[config.mk]
export PLATFORM = sky130hd
export DESIGN_NAME = fetch_unit
export DESIGN_NICKNAME = d
export VERILOG_FILES = /design/src/rtl/fetch_pkg.sv /design/src/rtl/fetch_unit_branch_cond.sv /design/src/rtl/fetch_unit.sv
export SDC_FILE = /design/constraint.sdc
export NUM_CORES = 1
export LEC_CHECK = 0
export ABC_AREA = 1
export CORE_ASPECT_RATIO = 2
export CORE_UTILIZATION = 47
export CTS_BUF_LIST = sky130_fd_sc_hd__clkbuf_8
export DETAILED_ROUTE_END_ITERATION = 7
export GPL_TIMING_DRIVEN = 0
export HOLD_SLACK_MARGIN = 0.05
export PLACE_DENSITY = 0.87
export SLEW_MARGIN = 20
export SYNTH_ARGS = -nofsm -noshare
export SYNTH_HDL_FRONTEND = slang
export SYNTH_SLANG_ARGS = --single-unit
[constraint.sdc]
create_clock -name clk -period 1.95 [get_ports clk]
set_clock_uncertainty 0.05 [all_clocks]
set_input_delay 0.39 -clock clk [delete_from_list [all_inputs] [get_ports clk]]
set_output_delay 0.39 -clock clk [all_outputs]
set_load 0.01 [all_outputs]
[src/rtl/fetch_pkg.sv]
// Shared types and constants for the fetch sequencer: FSM states, control-flow opcodes,
// and instruction word field positions.
package fetch_pkg;

   typedef enum logic [1:0] {
      StFetch = 2'd0,
      StExec  = 2'd1,
      StHalt  = 2'd2
   } state_e;

   localparam int unsigned OPC_MSB = 14;
   localparam int unsigned OPC_LSB = 8;
   localparam int unsigned LIT_MSB = 7;

   localparam logic [6:0] OP_JMP  = 7'h50;
   localparam logic [6:0] OP_JEQ  = 7'h51;
   localparam logic [6:0] OP_JNE  = 7'h52;
   localparam logic [6:0] OP_JGT  = 7'h53;
   localparam logic [6:0] OP_JLT  = 7'h54;
   localparam logic [6:0] OP_JGE  = 7'h55;
   localparam logic [6:0] OP_JLE  = 7'h56;
   localparam logic [6:0] OP_JCR  = 7'h57;
   localparam logic [6:0] OP_JOV  = 7'h58;
   localparam logic [6:0] OP_CALL = 7'h59;
   localparam logic [6:0] OP_RET  = 7'h5A;
   localparam logic [6:0] OP_HALT = 7'h7F;

endpackage

[src/rtl/fetch_unit_branch_cond.sv]
// Jump decode: flags {Z,N,C,V} and opcode -> whether this is a jump and whether it is taken.
module fetch_unit_branch_cond
   import fetch_pkg::*;
(
   input  logic [6:0] opcode,
   input  logic [3:0] flags_status,
   output logic       is_jump,
   output logic       taken
);

   logic z, n, c, v;
   assign {z, n, c, v} = flags_status;

   always_comb begin
      is_jump = 1'b1;
      taken   = 1'b0;
      case (opcode)
         OP_JMP:  taken = 1'b1;
         OP_JEQ:  taken = z;
         OP_JNE:  taken = ~z;
         OP_JGT:  taken = ~n & ~z;
         OP_JLT:  taken = n;
         OP_JGE:  taken = ~n;
         OP_JLE:  taken = n | z;
         OP_JCR:  taken = c;
         OP_JOV:  taken = v;
         default: is_jump = 1'b0;
      endcase
   end

endmodule

[src/rtl/fetch_unit.sv]
// Two-cycle FETCH/EXEC instruction sequencer owning PC and IR; resolves jumps and HALT.
// Optional return-address stack for CALL/RET enabled by defining CALL_STACK_EN.
module fetch_unit
   import fetch_pkg::*;
#(
   parameter int unsigned PC_W        = 8,
   parameter int unsigned STACK_DEPTH = 4
) (
   input  logic            clk,
   input  logic            reset,
   input  logic            run,
   output logic [PC_W-1:0] im_addr,
   input  logic [14:0]     im_data,
   input  logic [3:0]      flags_status,
   output logic [6:0]      opcode,
   output logic [7:0]      k8,
   output logic            exec_valid,
   output logic [PC_W-1:0] pc,
   output logic            halted,
   output logic            stack_err
);

   state_e          state_q, state_d;
   logic [PC_W-1:0] pc_q, pc_d;
   logic [14:0]     ir_q, ir_d;
   logic            is_jump, taken;
   logic [PC_W-1:0] pc_inc, target;

   assign opcode     = ir_q[OPC_MSB:OPC_LSB];
   assign k8         = ir_q[LIT_MSB:0];
   assign im_addr    = pc_q;
   assign pc         = pc_q;
   assign exec_valid = (state_q == StExec);
   assign halted     = (state_q == StHalt);
   assign pc_inc     = pc_q + PC_W'(1);
   assign target     = PC_W'(k8);

   fetch_unit_branch_cond u_branch_cond (
      .opcode       (opcode),
      .flags_status (flags_status),
      .is_jump      (is_jump),
      .taken        (taken)
   );

`ifdef CALL_STACK_EN
   localparam int unsigned SP_W = $clog2(STACK_DEPTH + 1);
   logic [SP_W-1:0] sp_q, sp_d;
   logic [PC_W-1:0] stack_q [STACK_DEPTH];
   logic [PC_W-1:0] stack_d [STACK_DEPTH];
   logic            err_q, err_d;
   assign stack_err = err_q;
`else
   assign stack_err = 1'b0;
`endif

   always_comb begin
      state_d = state_q;
      pc_d    = pc_q;
      ir_d    = ir_q;
`ifdef CALL_STACK_EN
      sp_d    = sp_q;
      stack_d = stack_q;
      err_d   = err_q;
`endif
      if (run) begin
         case (state_q)
            StFetch: begin
               ir_d    = im_data;
               state_d = StExec;
            end
            StExec: begin
               state_d = StFetch;
               pc_d    = (is_jump && taken) ? target : pc_inc;
               if (opcode == OP_HALT) begin
                  state_d = StHalt;
                  pc_d    = pc_q;
               end
`ifdef CALL_STACK_EN
               if (opcode == OP_CALL) begin
                  if (sp_q == SP_W'(STACK_DEPTH)) begin
                     err_d   = 1'b1;
                     state_d = StHalt;
                     pc_d    = pc_q;
                  end else begin
                     for (int i = 0; i < STACK_DEPTH; i++) begin
                        if (sp_q == SP_W'(i)) stack_d[i] = pc_inc;
                     end
                     sp_d = sp_q + SP_W'(1);
                     pc_d = target;
                  end
               end
               if (opcode == OP_RET) begin
                  if (sp_q == '0) begin
                     err_d   = 1'b1;
                     state_d = StHalt;
                     pc_d    = pc_q;
                  end else begin
                     for (int i = 0; i < STACK_DEPTH; i++) begin
                        if (sp_q == SP_W'(i + 1)) pc_d = stack_q[i];
                     end
                     sp_d = sp_q - SP_W'(1);
                  end
               end
`endif
            end
            default: ;
         endcase
      end
   end

   always_ff @(posedge clk) begin
      if (reset) begin
         state_q <= StFetch;
         pc_q    <= '0;
         ir_q    <= '0;
`ifdef CALL_STACK_EN
         sp_q    <= '0;
         err_q   <= 1'b0;
         for (int i = 0; i < STACK_DEPTH; i++) stack_q[i] <= '0;
`endif
      end else begin
         state_q <= state_d;
         pc_q    <= pc_d;
         ir_q    <= ir_d;
`ifdef CALL_STACK_EN
         sp_q    <= sp_d;
         err_q   <= err_d;
         stack_q <= stack_d;
`endif
      end
   end

endmodule

Word level (Yosys, flattened, before mapping). Cells that the tools add are included.

Bitwise gates (word level): 5. Add/sub/neg operators: 1. Reduce and logical (&&, ||, !) cells: 7. Muxes and demuxes: 5. Equal/unequal tests: 12.

Operators with widths (count): 7-bit == test (second input constant) (10); 1-bit case mux with 9 select lines (1); 9-bit OR reduction (1); 8-bit by 1-bit adder with 8-bit output (second input constant) (1); 8-bit two-way mux (1); 2-bit case mux with 2 select lines (1); 2-bit AND reduction (2); 1-bit inverter (3); 3-bit AND reduction (1); 2-bit by 1-bit == test with 1-bit output (second input constant) (1); 2-bit == test (second input constant) (1); 2-bit zero test (1); 2-bit two-way mux (1); 2-bit nonzero test (1); 1-bit AND (1); 1-bit logical AND (1); 1-bit two-way mux (1); 1-bit bitwise OR (1).

Register bits: 25. Output and inout bits: 34. Bits of input ports: 22. Logic and storage cells: 33.

Longest topological paths before layout. Gate-level depths: netlist of run 1.

Depth after elaboration: 5. Mapped depth: 11. Mapped depth without buffers: 11.

Hierarchy. A second synthesis of run 1 with hierarchy kept.

Cell total of the unflattened synthesis: 220. Area total of the unflattened synthesis: 1402.6 um^2.

By module, submodules not included: fetch_unit (cells an instance 181, seq. area each 500.5 um^2, area an instance 1243.7 um^2, instances 1); fetch_unit_branch_cond (cells an instance 39, seq. area each 0.0 um^2, area an instance 158.9 um^2, instances 1).

Worst setup path after synthesis of run 1. Ideal clock, no wire load.

Kind: flip-flop to flip-flop. From: reg ir_q[9]. To: reg pc_q[2] (netlist: im_addr[2]). Path slack: 0.584 ns. Stages on the path, launching flop included: 10. Clock period less this slack: 1.366 ns. Arrival time: 1.203 ns. Library setup time: 0.113 ns. Buffers on the path: 0. Required time: 1.787 ns. Cells stage by stage: dfxtp_1 -> nand2_2 -> a21oi_2 -> nand2_2 -> nand2_4 -> nand3_4 -> nand2_1 -> nand2_1 -> o21ai_1 -> inv_1.

Word-level cells in the longest chain between the ends: 5. Elaborated cells between the ends (all ways): 17. Classes of those cells: 10 x eq/ne; 3 x mux; 1 x bitwise; 3 x reduce/logical.

RTL lines: from (decl) (RTL line fetch_unit.sv:25) `logic [14:0] ir_q, ir_d;`; from (signal assigned) (RTL line fetch_unit.sv:124) `ir_q <= ir_d;`; 7-bit == test (RTL line fetch_unit_branch_cond.sv:17) `case (opcode)`; 9-bit OR reduction (no source line); 1-bit two-way mux (RTL line fetch_unit_branch_cond.sv:17); 1-bit logical AND (RTL line fetch_unit.sv:73) `pc_d = (is_jump && taken) ? target : pc_inc;`; 8-bit two-way mux (RTL line fetch_unit.sv:73); to (signal assigned) (RTL line fetch_unit.sv:123) `pc_q <= pc_d;`; to (decl) (RTL line fetch_unit.sv:24) `logic [PC_W-1:0] pc_q, pc_d;`.

Parallel ways exist; a longest one is shown, timed or not. A chain may end at the register's enable or synchronous reset.

Final worst setup path of run 1.
From: reg pc_q[2] (netlist: im_addr[2]). To: out pc[2].

RTL lines: to (decl) (RTL line fetch_unit.sv:18) `output logic [PC_W-1:0] pc,`.

No word-level cell between the ends.

==> results of run 1 <==
[cell usage after synthesis]
| master | count |
|---|---|
| inv_1 | 22 |
| dfxtp_1 | 25 |
| nand2_1 | 31 |
| nand3_1 | 23 |
| nand2_4 | 1 |
| a21oi_2 | 1 |
| conb_1 | 1 |
| xor2_1 | 3 |
| buf_1 | 1 |
| nand4_1 | 2 |
| a21oi_4 | 1 |
| ha_1 | 1 |
| inv_2 | 2 |
| nand2_2 | 3 |
| xnor2_1 | 1 |
| o21ai_1 | 1 |
| clkbuf_8 | 1 |
| clkbuf_1 | 3 |
| nor2_1 | 23 |
| a21oi_1 | 19 |
| nand3_4 | 1 |
| buf_4 | 9 |
| o21ai_0 | 16 |
| nand3_2 | 1 |
| buf_6 | 1 |
[area by class of cell]
| class | instances | area (sq um) | share of cell area |
|---|---|---|---|
| multi-input combinational | 129 | 647 | 0.330 |
| timing repair buffer | 53 | 531 | 0.271 |
| sequential | 25 | 500 | 0.255 |
| buffer | 15 | 108 | 0.0549 |
| inverter | 24 | 90.1 | 0.0459 |
| clock buffer | 3 | 41.3 | 0.0211 |
| tap | 29 | 36.3 | 0.0185 |
| clock inverter | 1 | 7.51 | 0.00383 |
[logic make-up after synthesis]
kind of cell,Yosys count,share of synthesized area
simple gates,85,0.289
buf+inv,39,0.147
compound gates,38,0.153
flops,25,0.373
xor+xnor,4,0.0261
fa+ha+maj,1,0.00932
other cells,1,0.00279
[flip-flops by register name, indices dropped and copies added (netlist names)]
name / cells
ir_q: 15
state_q: 2
im_addr: 8
[path summary, 6_finish.rpt]
| path | endpoint | start | cells after the start |
|---|---|---|---|
| max | pc[2] | im_addr[2] | 2 |
| min | ir_q[2] | ir_q[2] | 2 |
| max reg2reg | im_addr[2] | ir_q[9] | 11 |
| min reg2reg | ir_q[2] | ir_q[2] | 2 |
[layer usage]
metal / GRT usage / part of all wire
met2: 0.416 / 0.56
met3: 0.0257 / 0.030
met4: 0.0931 / 0.018
met5: 0 / 0
met1: 0.253 / 0.39
[placed cells by master (no fill, tap or decap), types with 3 or more instances in the layout]
| master | count |
|---|---|
| o21ai_0 | 16 |
| nand2_2 | 3 |
| xor2_1 | 3 |
| clkbuf_1 | 3 |
| a21oi_1 | 19 |
| nand3_1 | 23 |
| nor2_1 | 22 |
| nand2_1 | 31 |
| buf_4 | 9 |
| clkdlybuf4s50_1 | 53 |
| inv_1 | 22 |
| dfxtp_1 | 25 |
| clkbuf_8 | 4 |
[power by group]
part	internal (W)	switching, W	leakage (nW)
Clock	0.000145	0.000172	0.0217
Sequential	0.000543	0.0000333	0.206
Combinational	0.000144	0.000128	0.594
[metrics by stage]
stage                     cells  setup TNS (ns)  cell area [sq um]
after detailed placement    275           -1.73               1910
after global placement      275           -1.86               1910
after global routing        279               0               1960
after CTS                   279               0               1960
final                       279               0               1960
after floorplan             193               0               1340
[worst reg2reg max path, cell delays in order, from the launching register on]
cell and delay, ns:
dfxtp_1 0.47, inv_2 0.08, nand3_1 0.07, nand2_1 0.06, inv_1 0.06, nand2_2 0.06, nand2_4 0.11, nand3_4 0.14
nand2_1 0.11, nand2_1 0.05, o21ai_1 0.11, inv_1 0.05
==> metrics.yaml, run 1 <==
setup_path:
  cp_top_family: "buffers and inverters"
  worst_path_max_delay_cell: "clkdlybuf4s50_1"
  cp-end-kind: "primary output"
  path_class: "reg -> out"
  timing.critical_path.buf_inv: 2
  cp_max_fo: 7
  cp-start-kind: "flop"
  cp.required_ns: 1.51
  path_cells: "buf_4 -> clkdlybuf4s50_1"
  cp.arrival_ns: 1.42
  reg2reg_setup_slack_ns: 0.45
  slowest_delay_ns: 0.52
synthesis:
  syn_inst: 193
  yosysWarnings: 0
  synth_top_area_frac: 0.373
  yosysTopAreaCell: "dfxtp_1"
  synthTopCellsByArea: "dfxtp_1 37%, nand2_1 8.7%, nand3_1 8.6%"
  ys_seq_elements: 25
  syn_area_per_cell_sq_um: 6.96
  synth_seq_area_share: 0.373
  synth.distinct_cells: 25
  synth_area_sq_um: 1340
  synthesis.nets: 216
place:
  pre_cts_ws_ns: -0.174
  portBuffers: 53
  dp_hpwl_mm: 2.53
  place_congestion: 0.769
route:
  avgRoutedWirePerCell_microns: 11.6
  via_per_inst: 5.01
  drc: 0
  drt_wl_total_mm: 3.24
  drt_iter0_markers: 31
  first_pass_iters: 4
  ant_nets: 0
  num_vias: 1399
hold_path:
  hold_class: "reg -> reg"
clock_tree:
  cts_buffer_depth: 2
  root_buffer: "clkbuf_8"
  htree_levels: 1
  cts_hold_buf: 0
  worstSkewPairLatency_ns: 0.28
  cts_buffers: 3
  cts_tree: "built"
  post_cts_buffers: 0
  cts_num_sinks: 25
  cts-resized-gates: 0
  clkTransAtPathRegs_ns: 0.09
grt:
  grt_antenna_before_repair: 0
  grt_pass1_wl_mm: 5.22
  grt-ovfl-total: 0
  grt_pass1_vias: 1246
  grt_max_degree: 16
  grt.total_usage: 0.233
die:
  fp.dieH_microns: 77.6
  start_util: 0.491
  coreArea_sq_um: 2740
  rows: 27
  die_area_sq_um: 3090
  boundaryPins: 56
  die_width_microns: 39.8
flow_run:
  cap_violations: 0
run_status:
  outcome: "finished, final reports clean"
finish:
  area_growth_syn_to_layout_pct: 46.0
  antenna_cells: 0
  fin_util: 0.717
  nFillCells: 229
  drive_gt1_frac: 0.104
  nets: 274
sta:
  clock.fmax_mhz: 539
  grt_setup_unrepaired: "no"
  hold_violations: 0
  slew_violations: 0
  period_share: 0.952
  setup_violations: 0
  layout_setup_ws_ns: 0.0934
  min_period_ns: 1.86
  hold_slack_ns: 0.430
pwr:
  peakVddDrop_mv: 0.552
  leakage_nw: 0.821
  p_total_w: 0.00117
  power_density_nw_per_um2: 595
Power figures use the tool's default switching activity.
==> run 2, diff against run 1 <==
Settings changed: GPL_TIMING_DRIVEN 0 to not set.
==> run 2 against run 1 <==
Compared with the run above:
- global-route usage down 0.59 points
- register-to-register slack worse by 0.08 ns
- worst hold slack improved by 0.0030 ns
- setup slack worse by 0.016 ns
- sequential cell count is the same
- combinational power decreased by 5%
- cell area fell by 4.1%
- core utilization down 3.0 points
- largest cell class unchanged
==> metrics.yaml, run 2 (synthesized netlist as in run 1, its figures left out) <==
run_status:
  outcome: "finished, final reports clean"  # unchanged
setup_path:
  r2r-end: "im_addr[2]"  # unchanged
  timing.critical_path.buf_inv: 1  # was 2
  path_cells: "clkdlybuf4s50_1"  # was buf_4 -> clkdlybuf4s50_1
  cp.required_ns: 1.51  # about the same
  cp_top_family: "buffers and inverters"  # unchanged
  r2r_start: "ir_q[8]"  # was ir_q[9]
  worstRegToRegCells: 9  # was 11
  reg2reg_setup_slack_ns: 0.37  # was 0.45 ns
  cp-start-kind: "flop"  # unchanged
  cp-end-kind: "primary output"  # unchanged
  slowest_delay_ns: 0.61  # was 0.52 ns
  crit_cells: 1  # was 2
  worst_path_max_delay_cell: "clkdlybuf4s50_1"  # unchanged
  path_class: "reg -> out"  # unchanged
  cp.arrival_ns: 1.43  # was 1.42 ns
  cp_max_fo: 9  # was 7
grt:
  grt_max_degree: 28  # was 16
  grt_pass1_vias: 1234  # was 1246
  grt_pass1_wl_mm: 5.13  # was 5.22 mm
  grt-ovfl-total: 0  # unchanged
  grt_antenna_before_repair: 0  # unchanged
  grt.total_usage: 0.227  # was 0.233
place:
  portBuffers: 54  # was 53
  dp_hpwl_mm: 2.43  # was 2.53 mm
  place_congestion: 0.752  # was 0.769
pwr:
  peakVddDrop_mv: 0.471  # was 0.552 mV
  power_density_nw_per_um2: 610  # was 595 nW/um^2
  leakage_nw: 0.779  # was 0.821 nW
sta:
  grt_setup_unrepaired: "no"  # unchanged
  min_period_ns: 1.87  # was 1.86 ns
  period_share: 0.960  # was 0.952
  slew_violations: 0  # unchanged
  setup_violations: 0  # unchanged
  fin_setup_tns_ns: 0  # unchanged
  hold_slack_ns: 0.433  # was 0.430 ns
  hold_violations: 0  # unchanged
  clock.fmax_mhz: 534  # was 539 MHz
finish:
  antenna_cells: 0  # unchanged
  area_growth_syn_to_layout_pct: 40.0  # was 46.0%
  final_common_cell: "clkdlybuf4s50_1"  # unchanged
  nFillCells: 240  # was 229
  seq_area_sq_um: 500  # unchanged
  largest_register_ff_count: 15  # unchanged
  multi_input_area_sq_um: 644  # was 647 sq um
  final_cell_mix: "54 x clkdlybuf4s50_1, 31 x nand2_1, 25 x dfxtp_1"  # was 53 x clkdlybuf4s50_1, 31 x nand2_1, 25 x dfxtp_1
  nets: 263  # was 274
  regMostFlops: "ir_q"  # unchanged
  drive_gt1_frac: 0.0669  # was 0.104
clock_tree:
  cts_buffers: 3  # unchanged
  cts-resized-gates: 0  # unchanged
  clkTransAtPathRegs_ns: 0.09  # about the same
  root_buffer: "clkbuf_8"  # unchanged
  post_cts_buffers: 0  # unchanged
  cts_hold_buf: 0  # unchanged
  worstSkewPairLatency_ns: 0.27  # was 0.28 ns
  htree_levels: 1  # unchanged
  cts_num_sinks: 25  # unchanged
  cts_buffer_depth: 2  # unchanged
  cts_tree: "built"  # unchanged
route:
  num_vias: 1401  # was 1399
  first_pass_iters: 4  # unchanged
  via_per_inst: 5.23  # was 5.01
  drc: 0  # unchanged
  drt_wl_total_mm: 3.15  # was 3.24 mm
  drt_iter0_markers: 42  # was 31
  ant_nets: 0  # unchanged
  avgRoutedWirePerCell_microns: 11.7  # was 11.6 microns
hold_path:
  whs_endpoint: "ir_q[2]"  # unchanged
  holdPathStages: 2  # unchanged
  holdCritStartpoint: "ir_q[2]"  # unchanged
  hold_class: "reg -> reg"  # unchanged
die:
  coreArea_sq_um: 2740  # unchanged
  start_util: 0.491  # unchanged
  die_width_microns: 39.8  # unchanged
  fp.dieH_microns: 77.6  # unchanged
  rows: 27  # unchanged
  boundaryPins: 56  # unchanged
  die_area_sq_um: 3090  # unchanged
flow_run:
  cap_violations: 0  # unchanged
run 2: power by group:
part,total [W],switching [W],internal [W],leakage (nW)
Sequential,0.000581,0.0000380,0.000543,0.206
Clock,0.000308,0.000167,0.000141,0.0269
Combinational,0.000258,0.000121,0.000137,0.546
Total,0.00115,0.000326,0.000821,0.779
run 2: area by class of cell:
cell class / count / share of cell area
well taps: 29 / 0.0193
clock buffers: 3 / 0.0220
multi-input cells: 129 / 0.343
flip-flops and latches: 25 / 0.266
clock inverters: 1 / 0.00200
repair buffers: 57 / 0.300
inverters: 24 / 0.0479
run 2: per-layer routing:
metal	global-route usage	vias up	part of all wire
li1	-	703	-
met1	0.255	639	0.38
met2	0.389	48	0.55
met3	0.0257	11	0.037
met4	0.110	0	0.032
met5	0	-	0
run 2: worst max-delay path by stage:
stage | start | endpoint | slack (ns)
2_1_floorplan | ir_q[9] | im_addr[2] | 0.58
3_3_place_gp | flags_status[3] | im_addr[2] | 0.09
3_5_place_dp | flags_status[2] | im_addr[2] | 0.05
4_1_cts | ir_q[8] | opcode[0] | 0.1
5_1_grt | ir_q[8] | opcode[0] | 0.06
6_report | ir_q[8] | opcode[0] | 0.08
run 2: per-stage QoR:
stage          worst slack [ns]  total power (W)  instances  utilization  instance area (sq um)
5_1_grt                  0.0647          0.00120        268        0.687                   1880
3_3_place_gp             0.0949         0.000844        264        0.670                   1830
6_report                 0.0774          0.00115        268        0.687                   1880
4_1_cts                  0.0997          0.00115        268        0.687                   1880
3_5_place_dp             0.0469         0.000850        264        0.670                   1830
2_1_floorplan             0.584         0.000717        193            -                   1340
run 2: worst min-delay path, cell delays in order, from the launching register on:
cell and delay (ns):
dfxtp_1 0.32, inv_1 0.07, a21oi_1 0.06
==> run 3, diff against run 2 <==
Settings changed: SLEW_MARGIN 20 to not set.
==> results of run 3 <==
The final DEF is identical to that of run 2; final timing and power are the same.
